**config.mk**
```make
export PLATFORM = sky130hd
export DESIGN_NAME = brick_accum_ctrl
export DESIGN_NICKNAME = d
export VERILOG_FILES = /design/src/rtl/brick_pkg.sv /design/src/rtl/brick_loop_cnt.sv /design/src/rtl/brick_accum_ctrl.sv
export SDC_FILE = /design/constraint.sdc
export NUM_CORES = 1
export LEC_CHECK = 0
export CORE_MARGIN = 2
export CORE_UTILIZATION = 31
export CTS_CLUSTER_DIAMETER = 150
export DETAILED_ROUTE_END_ITERATION = 8
export GPL_ROUTABILITY_DRIVEN = 1
export PLACE_DENSITY = 0.59
export SLEW_MARGIN = 20
export SYNTH_ARGS = -nofsm -noshare
export SYNTH_HDL_FRONTEND = slang
export SYNTH_SLANG_ARGS = --single-unit
```
**constraint.sdc**
```tcl
create_clock -name i_clk -period 4.34 [get_ports i_clk]
set_input_delay 0.868 -clock i_clk [delete_from_list [all_inputs] [get_ports i_clk]]
set_output_delay 0.868 -clock i_clk [all_outputs]
set_load 0.05 [all_outputs]
```
**src/rtl/brick_pkg.sv**
```systemverilog
// brick_pkg
//   Shared types and helpers for the bit-brick accumulation controller.
//   - prec_e        : operand precision code (2b / 4b / 8b, code 3 aliases 8b)
//   - state_e       : controller FSM states
//   - BRICK_SUM_W   : width of the signed 16-lane adder output
//   - BRICK_BITS    : bits per brick (each brick index step is a 2-bit shift)
//   - brick_count   : precision code -> number of 2-bit bricks (1, 2 or 4)
//   - brick_last_sel: precision code -> index of the MSB (signed) brick
package brick_pkg;

  typedef enum logic [1:0] {
    PREC_2B     = 2'd0,
    PREC_4B     = 2'd1,
    PREC_8B     = 2'd2,
    PREC_8B_ALT = 2'd3
  } prec_e;

  typedef enum logic [1:0] {
    ST_IDLE  = 2'd0,
    ST_RUN   = 2'd1,
    ST_DRAIN = 2'd2,
    ST_DONE  = 2'd3
  } state_e;

  localparam int BRICK_SUM_W = 9;
  localparam int BRICK_BITS  = 2;

  // Code 3 is not a real precision; treat it as 8b so a bad config still
  // produces a well-formed (full precision) job.
  function automatic logic [2:0] brick_count(input prec_e prec);
    case (prec)
      PREC_2B: brick_count = 3'd1;
      PREC_4B: brick_count = 3'd2;
      default: brick_count = 3'd4;
    endcase
  endfunction

  function automatic logic [1:0] brick_last_sel(input prec_e prec);
    logic [2:0] cnt;
    cnt = brick_count(prec);
    brick_last_sel = 2'(cnt - 3'd1);
  endfunction

endpackage

```
**src/rtl/brick_loop_cnt.sv**
```systemverilog
// brick_loop_cnt
//   Nested issue counters for one job: vector chunk (outer), weight brick,
//   activation brick (inner). Counters clear on i_clear and advance once per
//   i_adv. On the last issue they hold, so the final selects stay visible
//   after the run ends.
// Ports:
//   i_clk, i_rst     clock, synchronous active-high reset
//   i_clear          zero all counters (job start)
//   i_adv            one issue happened this cycle, step to the next pair
//   i_nw_m1/i_na_m1  last weight / activation brick index for this job
//   i_nvec_m1        last vector chunk index for this job
//   o_vec_idx        current chunk index
//   o_w_sel/o_a_sel  current weight / activation brick index
//   o_last           current position is the final issue of the job
module brick_loop_cnt #(
  parameter int VEC_W = 8
) (
  input  logic             i_clk,
  input  logic             i_rst,
  input  logic             i_clear,
  input  logic             i_adv,
  input  logic [1:0]       i_nw_m1,
  input  logic [1:0]       i_na_m1,
  input  logic [VEC_W-1:0] i_nvec_m1,
  output logic [VEC_W-1:0] o_vec_idx,
  output logic [1:0]       o_w_sel,
  output logic [1:0]       o_a_sel,
  output logic             o_last
);

  logic [VEC_W-1:0] vec_q, vec_d;
  logic [1:0]       w_q, w_d;
  logic [1:0]       a_q, a_d;

  logic a_wrap, w_wrap, v_last;

  assign a_wrap = (a_q == i_na_m1);
  assign w_wrap = (w_q == i_nw_m1);
  assign v_last = (vec_q == i_nvec_m1);
  assign o_last = a_wrap && w_wrap && v_last;

  always_comb begin
    vec_d = vec_q;
    w_d   = w_q;
    a_d   = a_q;
    if (i_clear) begin
      vec_d = '0;
      w_d   = '0;
      a_d   = '0;
    end else if (i_adv && !o_last) begin
      if (!a_wrap) begin
        a_d = a_q + 2'd1;
      end else begin
        a_d = '0;
        if (!w_wrap) begin
          w_d = w_q + 2'd1;
        end else begin
          w_d   = '0;
          vec_d = vec_q + VEC_W'(1);
        end
      end
    end
  end

  always_ff @(posedge i_clk) begin
    if (i_rst) begin
      vec_q <= '0;
      w_q   <= '0;
      a_q   <= '0;
    end else begin
      vec_q <= vec_d;
      w_q   <= w_d;
      a_q   <= a_d;
    end
  end

  assign o_vec_idx = vec_q;
  assign o_w_sel   = w_q;
  assign o_a_sel   = a_q;

endmodule

```
**src/rtl/brick_accum_ctrl.sv**
```systemverilog
// brick_accum_ctrl
//   Sequencer for the 16-lane brick adder. A job walks every (chunk, weight
//   brick, activation brick) triple, one per cycle, and accumulates each adder
//   sum shifted by its brick significance into a signed result that is
//   returned over a valid/ready handshake.
// Ports:
//   i_clk, i_rst              clock, synchronous active-high reset
//   i_start                   job start, only taken in IDLE
//   i_w_prec, i_a_prec        precision codes (0=2b, 1=4b, 2/3=8b)
//   i_num_vec                 number of 16-element chunks (0 means 1)
//   o_busy                    job in progress (RUN, DRAIN, DONE)
//   o_issue                   selects below are valid this cycle
//   o_vec_idx, o_w_sel, o_a_sel  current chunk and brick indices
//   o_w_signed, o_a_signed    current brick is the operand's MSB brick
//   i_brick_sum               adder output for the previous cycle's selects
//   o_result, o_valid, i_ready  result handshake
module brick_accum_ctrl
  import brick_pkg::*;
#(
  parameter int ACC_W = 32,
  parameter int VEC_W = 8
) (
  input  logic                          i_clk,
  input  logic                          i_rst,
  input  logic                          i_start,
  input  logic [1:0]                    i_w_prec,
  input  logic [1:0]                    i_a_prec,
  input  logic [VEC_W-1:0]              i_num_vec,
  output logic                          o_busy,
  output logic                          o_issue,
  output logic [VEC_W-1:0]              o_vec_idx,
  output logic [1:0]                    o_w_sel,
  output logic [1:0]                    o_a_sel,
  output logic                          o_w_signed,
  output logic                          o_a_signed,
  input  logic signed [BRICK_SUM_W-1:0] i_brick_sum,
  output logic signed [ACC_W-1:0]       o_result,
  output logic                          o_valid,
  input  logic                          i_ready
);

  state_e state_q, state_d;

  // Job configuration latched at start so the inputs may change mid-job.
  logic [1:0]       nw_m1_q, nw_m1_d;
  logic [1:0]       na_m1_q, na_m1_d;
  logic [VEC_W-1:0] nvec_m1_q, nvec_m1_d;

  // Copy of the issue and selects from the previous cycle, aligned with the
  // adder output that arrives one cycle after the selects.
  logic       issue_d1_q;
  logic [1:0] w_sel_d1_q;
  logic [1:0] a_sel_d1_q;

  logic [ACC_W-1:0] acc_q, acc_d;

  logic             start_take;
  logic             last_issue;
  logic [ACC_W-1:0] sum_ext;
  logic [3:0]       shamt;
  logic [ACC_W-1:0] addend;

  assign start_take = (state_q == ST_IDLE) && i_start;

  // Configuration next-state: load only on an accepted start.
  always_comb begin
    nw_m1_d   = nw_m1_q;
    na_m1_d   = na_m1_q;
    nvec_m1_d = nvec_m1_q;
    if (start_take) begin
      nw_m1_d   = brick_last_sel(prec_e'(i_w_prec));
      na_m1_d   = brick_last_sel(prec_e'(i_a_prec));
      nvec_m1_d = (i_num_vec == '0) ? '0 : (i_num_vec - VEC_W'(1));
    end
  end

  brick_loop_cnt #(
    .VEC_W (VEC_W)
  ) u_loop_cnt (
    .i_clk     (i_clk),
    .i_rst     (i_rst),
    .i_clear   (start_take),
    .i_adv     (o_issue),
    .i_nw_m1   (nw_m1_q),
    .i_na_m1   (na_m1_q),
    .i_nvec_m1 (nvec_m1_q),
    .o_vec_idx (o_vec_idx),
    .o_w_sel   (o_w_sel),
    .o_a_sel   (o_a_sel),
    .o_last    (last_issue)
  );

  // FSM next state and state-decoded outputs.
  always_comb begin
    state_d = state_q;
    o_busy  = 1'b0;
    o_issue = 1'b0;
    o_valid = 1'b0;
    case (state_q)
      ST_IDLE: begin
        if (i_start) state_d = ST_RUN;
      end
      ST_RUN: begin
        o_busy  = 1'b1;
        o_issue = 1'b1;
        if (last_issue) state_d = ST_DRAIN;
      end
      ST_DRAIN: begin
        // The last issue's sum lands this cycle; nothing new is issued.
        o_busy  = 1'b1;
        state_d = ST_DONE;
      end
      ST_DONE: begin
        o_busy  = 1'b1;
        o_valid = 1'b1;
        if (i_ready) state_d = ST_IDLE;
      end
      default: state_d = ST_IDLE;
    endcase
  end

  // Brick significance: weight brick w and activation brick a together
  // contribute at bit position 2*(w + a).
  assign sum_ext = {{(ACC_W-BRICK_SUM_W){i_brick_sum[BRICK_SUM_W-1]}}, i_brick_sum};
  assign shamt   = {1'b0, w_sel_d1_q, 1'b0} + {1'b0, a_sel_d1_q, 1'b0};
  assign addend  = sum_ext << shamt;

  // Accumulator wraps at ACC_W by plain modular addition.
  always_comb begin
    acc_d = acc_q;
    if (start_take) begin
      acc_d = '0;
    end else if (issue_d1_q) begin
      acc_d = acc_q + addend;
    end
  end

  always_ff @(posedge i_clk) begin
    if (i_rst) begin
      state_q    <= ST_IDLE;
      nw_m1_q    <= '0;
      na_m1_q    <= '0;
      nvec_m1_q  <= '0;
      issue_d1_q <= 1'b0;
      w_sel_d1_q <= '0;
      a_sel_d1_q <= '0;
      acc_q      <= '0;
    end else begin
      state_q    <= state_d;
      nw_m1_q    <= nw_m1_d;
      na_m1_q    <= na_m1_d;
      nvec_m1_q  <= nvec_m1_d;
      issue_d1_q <= o_issue;
      w_sel_d1_q <= o_w_sel;
      a_sel_d1_q <= o_a_sel;
      acc_q      <= acc_d;
    end
  end

  // Signedness flags qualify the issued selects; outside RUN they are low.
  assign o_w_signed = o_issue && (o_w_sel == nw_m1_q);
  assign o_a_signed = o_issue && (o_a_sel == na_m1_q);
  assign o_result   = acc_q;

endmodule
```
After elaboration in Yosys (flattened, before gate mapping)
Index checks and enable logic that the tools add are counted.
{"block": "totals", "reg_bits": 63, "in_bits": 25, "out_inout_bits": 49, "word_cells": 61}
{"block": "classes", "n_addsub": 8, "eq_ne": 11, "shifts": 1, "muxes": 14, "n_reduce_logical": 16}
{"op": "$add A32 B32 Y32", "n": 1}
{"op": "$shl A32 B4 Y32", "n": 1}
{"op": "$mux W2", "n": 7}
{"op": "$add A8 B1 Y8 const B", "n": 1}
{"op": "$eq A8 B8 Y1", "n": 1}
{"op": "$logic_not A8 Y1", "n": 1}
{"op": "$mux W8", "n": 1}
{"op": "$pmux W2 S2", "n": 2}
{"op": "$pmux W2 S4", "n": 1}
{"op": "$sub A8 B1 Y8 const B", "n": 1}
{"op": "$eq A2 B1 Y1 const B", "n": 3}
{"op": "$logic_and A1 B1 Y1", "n": 6}
{"op": "$logic_not A2 Y1", "n": 3}
{"op": "$reduce_and A3 Y1", "n": 2}
{"op": "$add A2 B1 Y2 const B", "n": 2}
{"op": "$add A3 B3 Y4", "n": 1}
{"op": "$eq A2 B2 Y1", "n": 2}
{"op": "$eq A2 B2 Y1 const B", "n": 2}
{"op": "$ne A2 B2 Y1 const B", "n": 2}
{"op": "$sub A2 B1 Y2 const B", "n": 2}
{"op": "$mux W1", "n": 3}
{"op": "$reduce_or A3 Y1", "n": 1}
{"op": "$ne A2 B1 Y1 const B", "n": 1}
{"op": "$reduce_and A2 Y1", "n": 1}
{"op": "2 further kinds", "n": 2}

Logic depth before layout (Yosys ltp)
{"block": "depth", "word_depth": 6, "mapped_depth": 17}

By module
From an unflattened synthesis, not the netlist that was laid out.
{"block": "hier_totals", "hier_cells": 596, "area_unflattened_um2": 4932.2}
{"mod": "brick_accum_ctrl", "n_inst": 1, "cells_each": 506, "area_per_inst_um2": 4154.0, "seq_area_each_um2": 1021.0}
{"mod": "brick_loop_cnt", "n_inst": 1, "cells_each": 90, "area_per_inst_um2": 778.2, "seq_area_each_um2": 240.2}

Worst setup path after synthesis
Ideal clock, no wire load.
{"block": "synth_timing", "path_type": "register -> register", "start": "register w_sel_d1_q[0]", "end": "register acc_q[22], in the netlist o_result[22]", "setup_time_ps": 130, "arrival_ps": 3561, "required_time_ps": 4210, "path_slack_ps": 649, "stages_incl_launch_ff": 16, "path_cell_list": "dfxtp_1 -> ha_1 -> inv_1 -> fa_1 -> nor2b_1 -> and3_1 -> ha_1 -> fa_1 -> a21o_2 -> a221oi_2 -> o31a_1 -> a31oi_1 -> a2111oi_2 -> or2_4 -> xor2_1 -> o22ai_1"}
{"block": "synth_between", "elab_chain_cells": 3}
{"item": "start: declaration", "line_no": "brick_accum_ctrl.sv:52", "rtl": "logic [1:0] w_sel_d1_q;"}
{"item": "start signal: assignment", "line_no": "brick_accum_ctrl.sv:154", "rtl": "w_sel_d1_q <= o_w_sel;"}
{"item": "$add A3 B3 Y4", "line_no": "brick_accum_ctrl.sv:125", "rtl": "assign shamt = {1'b0, w_sel_d1_q, 1'b0} + {1'b0, a_sel_d1_q, 1'b0};"}
{"item": "$shl A32 B4 Y32", "line_no": "brick_accum_ctrl.sv:126", "rtl": "assign addend = sum_ext << shamt;"}
{"item": "$add A32 B32 Y32", "line_no": "brick_accum_ctrl.sv:134", "rtl": "acc_d = acc_q + addend;"}
{"item": "end signal: assignment", "line_no": "brick_accum_ctrl.sv:147", "rtl": "acc_q <= '0;"}
{"item": "end signal: assignment", "line_no": "brick_accum_ctrl.sv:156", "rtl": "acc_q <= acc_d;"}
{"item": "end: declaration", "line_no": "brick_accum_ctrl.sv:55", "rtl": "logic [ACC_W-1:0] acc_q, acc_d;"}
No other way between the ends.
A chain may end at the register's enable or synchronous reset.

Worst setup path after layout
{"block": "layout_timing", "start": "register w_sel_d1_q[0]", "end": "register acc_q[30], in the netlist o_result[30]"}
The elaborated chain is that of the path after synthesis.

==> results.txt <==
The run finished with clean final reports. For this run, the total global-route usage over all layers was measured as about 18%. The global-route wire length before repair is 23200 um.

The overall die area came out at about 0.017 sq mm. The flip-flop and latch count after synthesis is 63. On the final layout, the worst clock skew is roughly 0.011 ns. The proportion of synthesized area in mux cells came out at 7.38%. Power comes to about 2.7 mW. The area fraction in compound gates after synthesis is roughly a fifth. The cell count of the worst hold path came out at 2.

The initial cell density of the core is about a third. Yosys printed 0 warnings. Sequential elements use 25.8% of the synthesized area. The synthesized netlist cell count is 610. Final hold analysis gives a worst-case slack of 0.469 ns.

TritonCTS built the clock tree. The startpoint identified for the worst hold timing path is na_m1_q[1]. The number of violations of the max-capacitance limit came out at 0. The net count after synthesis came out at ~680. Clock tree synthesis selected as its root buffer the cell sky130_fd_sc_hd__clkbuf_16.

The maximum number of pins on one net before global-route repair is 31. The shortest clock period the worst path allows after layout is approximately 4 ns. The CTS sink count is 63. The xor/xnor cell area share of the yosys netlist came out at ~7.7%. The most instantiated flip-flop cell in the synthesis netlist is sky130_fd_sc_hd__dfxtp_1. The count of fill cells added during filler insertion is ~1.6k. The number of buffer cells added on primary ports is 73. The worst hold-check path type is reg -> reg.

For this design the top-level I/O count stands at between 70 and 80. The mean routed wirelength per cell came out at between 15 and 20 um. The number of DRC markers in iteration 0 came out at between 200 and 250. The final cell count without fillers is 917. The placed instances occupy a cell area of between 0.005 and 0.006 sq mm. The arithmetic-cell share of the synthesized area counting full adders, half adders and majority gates is between 10 and 15%. The number of instances resized during post-cts repair came out at 0. The number of global-route vias before repair came out at ~4.6k. The power density over the cells is 438 mW/mm^2. Setup repair after global routing left no endpoint under its margin. The HPWL after detailed placement came out at approximately 11000 um. At the worst endpoint, the arrival time is ~4.3 ns. Based on the critical path, the design can be clocked at up to around 250 MHz. The core region area came out at 0.0153 sq mm. The die boundary width came out at about 130 um.

Setup violations remaining at the end of the flow were counted as 0. The total wire length after detailed routing came out at ~14000 um. The leakage power of the design is 2.58 nW. The number of synthesized flops with an enable pin is 0.

The cell depth of the worst flop-to-flop path is 16. The endpoint required time on the critical path is ~4.6 ns. The initial antenna violation count was 0. The final hold violation count came to 0. The DRC violation count after routing came out at 0. The floorplan step set the die height to ~130 um.

The total vias in the final route is between 4k and 5k. Clock latency on the worst-skew pair, taken at its later pin, is approximately 0.35 ns. The share of flip-flops with an asynchronous set or reset came out at 0%.

The number of setup buffers added after CTS is 0. Measured against its own limit, the worst slew margin works out to between 50 and 60%. STA classifies the critical path startpoint as a register.

The post-layout net count came out at approximately 770. For this run the aggregate overflow at the end of global routing stands at 0. The post-cts hold buffer count is 0. The mean instance size in the synthesized netlist came out at about 8.0 sq um. The area of the mapped netlist is approximately 0.0049 sq mm. The via-per-instance ratio is between 5 and 6. Before CTS, the worst setup slack after placement is between 0.015 and 0.02 ns.

The final number of max-transition violations came out at 0. The number of buffers created by CTS is 9. The endpoint identified for the worst register-to-register timing path is o_result[30].

For the pin with the worst max-slew slack, the measured transition is approximately 0.7 ns. The clock tree synthesis step divided the H-tree into 3 levels. Clock-pin slew was measured on the worst setup and hold paths at approximately 0.060 ns.

The final core area utilization came out at around 41%. The final setup slack of the worst path came out at roughly 0.29 ns. The path with the worst hold slack has its endpoint at na_m1_q[1]. The post-synthesis share of cell area spent on and, or, nand and nor gates is between 20 and 25%.

In the finished design, the share of the clock period the worst path needs comes to between 90% and 100%. The count of antenna diodes in the layout came out at 0. The first-pass iteration count of the detailed router came out at 5. The site row count is 45. The cell count after placement came out at approximately 900.

The growth of design area from synthesis to finish is 28.5%. The start-to-end type of the worst setup path is reg -> reg. The worst-case register-to-register setup slack is between 0.2 and 0.3 ns.

The highest net fanout along the worst path is 15. The total negative slack came out at 0 ns. The post-route cell area is 0.00627 sq mm. At the end of routability-driven placement, the weighted congestion stood at between 0.8 and 0.9. The dominant combinational cell family by area after synthesis is simple AND/OR/NAND/NOR gates. STA classifies the critical path endpoint as a register. The longest clock path from root to sink contains 2 buffers.

The number of nets with antenna violations after routing is 0. The proportion of layout cells with a drive suffix above 1 came out at between 10% and 20%. The number of different library cells in the post-synthesis netlist is about 70. IR analysis of the VDD net gives a maximum drop of around 280 uV. In this run the critical register-to-register path is launched from w_sel_d1_q[0].
worst max-delay path, stage by stage, from the launching register on:
cell and delay, ns:
sky130_fd_sc_hd__dfxtp_1 0.30, sky130_fd_sc_hd__ha_1 0.18, sky130_fd_sc_hd__inv_1 0.06, sky130_fd_sc_hd__fa_1 0.41, sky130_fd_sc_hd__buf_4 0.20, sky130_fd_sc_hd__nor2b_1 0.25
sky130_fd_sc_hd__mux2i_1 0.22, sky130_fd_sc_hd__mux2i_1 0.11, sky130_fd_sc_hd__ha_1 0.38, sky130_fd_sc_hd__and4_4 0.26, sky130_fd_sc_hd__nand2_2 0.06, sky130_fd_sc_hd__o31a_1 0.29
sky130_fd_sc_hd__a31oi_1 0.29, sky130_fd_sc_hd__a2111oi_2 0.11, sky130_fd_sc_hd__or2_4 0.26, sky130_fd_sc_hd__or4_1 0.51, sky130_fd_sc_hd__nand3_1 0.09
power breakdown:
group / switching (mW) / leakage (nW) / internal [mW] / total (mW)
Clock: 0.292 / 0.151 / 0.466 / 0.759
Sequential: 0.0737 / 0.511 / 0.657 / 0.731
Combinational: 0.785 / 1.92 / 0.474 / 1.26
Total: 1.15 / 2.58 / 1.60 / 2.75
kinds of logic after synthesis:
family                   Yosys count
AO/OA/AOI/OAI                    155
XOR/XNOR                          43
adder cells (fa/ha/maj)           41
buffers and inverters             52
flip-flops                        63
multiplexers                      35
AND/OR/NAND/NOR                  221
worst max path at each step:
stage	startpoint	end
4_1_cts	w_sel_d1_q[0]	o_result[30]
6_report	w_sel_d1_q[0]	o_result[30]
2_1_floorplan	w_sel_d1_q[0]	o_result[22]
5_1_grt	w_sel_d1_q[0]	o_result[31]
3_5_place_dp	i_brick_sum[8]	o_result[30]
3_3_place_gp	i_brick_sum[2]	o_result[28]
cells in the mapped netlist (3+ instances only):
master / instances / area (sq um)
sky130_fd_sc_hd__ha_1: 39 / 488
sky130_fd_sc_hd__xor2_1: 24 / 210
sky130_fd_sc_hd__nand2b_1: 3 / 18.8
sky130_fd_sc_hd__clkbuf_1: 15 / 56.3
sky130_fd_sc_hd__o2111ai_1: 3 / 26.3
sky130_fd_sc_hd__or4_1: 3 / 22.5
sky130_fd_sc_hd__nand2_1: 58 / 218
sky130_fd_sc_hd__nor2b_1: 13 / 81.3
sky130_fd_sc_hd__nand4_1: 9 / 56.3
sky130_fd_sc_hd__nor3_1: 15 / 75.1
sky130_fd_sc_hd__o21ai_0: 34 / 170
sky130_fd_sc_hd__and2_1: 5 / 31.3
sky130_fd_sc_hd__or3_1: 5 / 31.3
sky130_fd_sc_hd__o21bai_1: 6 / 45.0
sky130_fd_sc_hd__buf_6: 3 / 33.8
sky130_fd_sc_hd__and3_1: 4 / 25.0
sky130_fd_sc_hd__and2_2: 3 / 22.5
sky130_fd_sc_hd__nor2_1: 69 / 259
sky130_fd_sc_hd__nor4_1: 7 / 43.8
sky130_fd_sc_hd__buf_1: 4 / 15.0
sky130_fd_sc_hd__mux2_2: 8 / 90.1
sky130_fd_sc_hd__clkbuf_8: 5 / 68.8
sky130_fd_sc_hd__inv_1: 21 / 78.8
sky130_fd_sc_hd__dfxtp_1: 63 / 1260
sky130_fd_sc_hd__mux2i_1: 27 / 270
sky130_fd_sc_hd__a31oi_1: 5 / 31.3
sky130_fd_sc_hd__o31ai_1: 5 / 37.5
sky130_fd_sc_hd__nand3_1: 18 / 90.1
sky130_fd_sc_hd__o211ai_1: 3 / 22.5
sky130_fd_sc_hd__o22ai_1: 6 / 37.5
sky130_fd_sc_hd__a21o_2: 3 / 26.3
sky130_fd_sc_hd__xnor2_1: 19 / 166
sky130_fd_sc_hd__a21o_1: 12 / 90.1
sky130_fd_sc_hd__a211oi_1: 4 / 30.0
sky130_fd_sc_hd__a21oi_1: 45 / 225
layout make-up:
class | count | area [sq um] | share of cell area, %
tap | 211 | 264 | 4.21
sequential | 63 | 1260 | 20.1
multi-input combinational | 495 | 3350 | 53.3
clock inverter | 5 | 65.1 | 1.04
inverter | 21 | 78.8 | 1.26
clock buffer | 11 | 243 | 3.87
timing repair buffer | 111 | 1020 | 16.2
cell usage in the layout, fill, tap and decap left out, types with 9 or more instances in the layout:
cell | synthesis | routed
sky130_fd_sc_hd__clkdlybuf4s50_1 | 0 | 73
sky130_fd_sc_hd__nor2_1 | 69 | 69
sky130_fd_sc_hd__dfxtp_1 | 63 | 63
sky130_fd_sc_hd__nand2_1 | 58 | 58
sky130_fd_sc_hd__a21oi_1 | 45 | 45
sky130_fd_sc_hd__ha_1 | 39 | 39
sky130_fd_sc_hd__buf_4 | 2 | 38
sky130_fd_sc_hd__o21ai_0 | 34 | 34
sky130_fd_sc_hd__mux2i_1 | 27 | 27
sky130_fd_sc_hd__xor2_1 | 24 | 24
sky130_fd_sc_hd__inv_1 | 21 | 21
sky130_fd_sc_hd__xnor2_1 | 19 | 19
sky130_fd_sc_hd__nand3_1 | 18 | 18
sky130_fd_sc_hd__nor3_1 | 15 | 15
sky130_fd_sc_hd__nor2b_1 | 13 | 13
sky130_fd_sc_hd__a21o_1 | 12 | 12
sky130_fd_sc_hd__nand4_1 | 9 | 9
sky130_fd_sc_hd__clkbuf_16 | 0 | 9
metal layers:
layer	wire length (um)	global-route usage, %	up-vias
met5	0	0	-
met1	6610	22.6	2171
li1	-	-	2379
met3	729	3.18	21
met4	361	7.40	0
met2	6540	29.2	130
state kept, by name, summed over array words and instances (netlist names):
signal and flops:
nw_m1_q 2, u_loop_cnt.o_a_sel 2, u_loop_cnt.o_w_sel 2, u_loop_cnt.o_vec_idx 8, nvec_m1_q 8, w_sel_d1_q 2, state_q 2, na_m1_q 2
a_sel_d1_q 2, o_result 32, issue_d1_q 1
(Power assumes the default switching activity.)
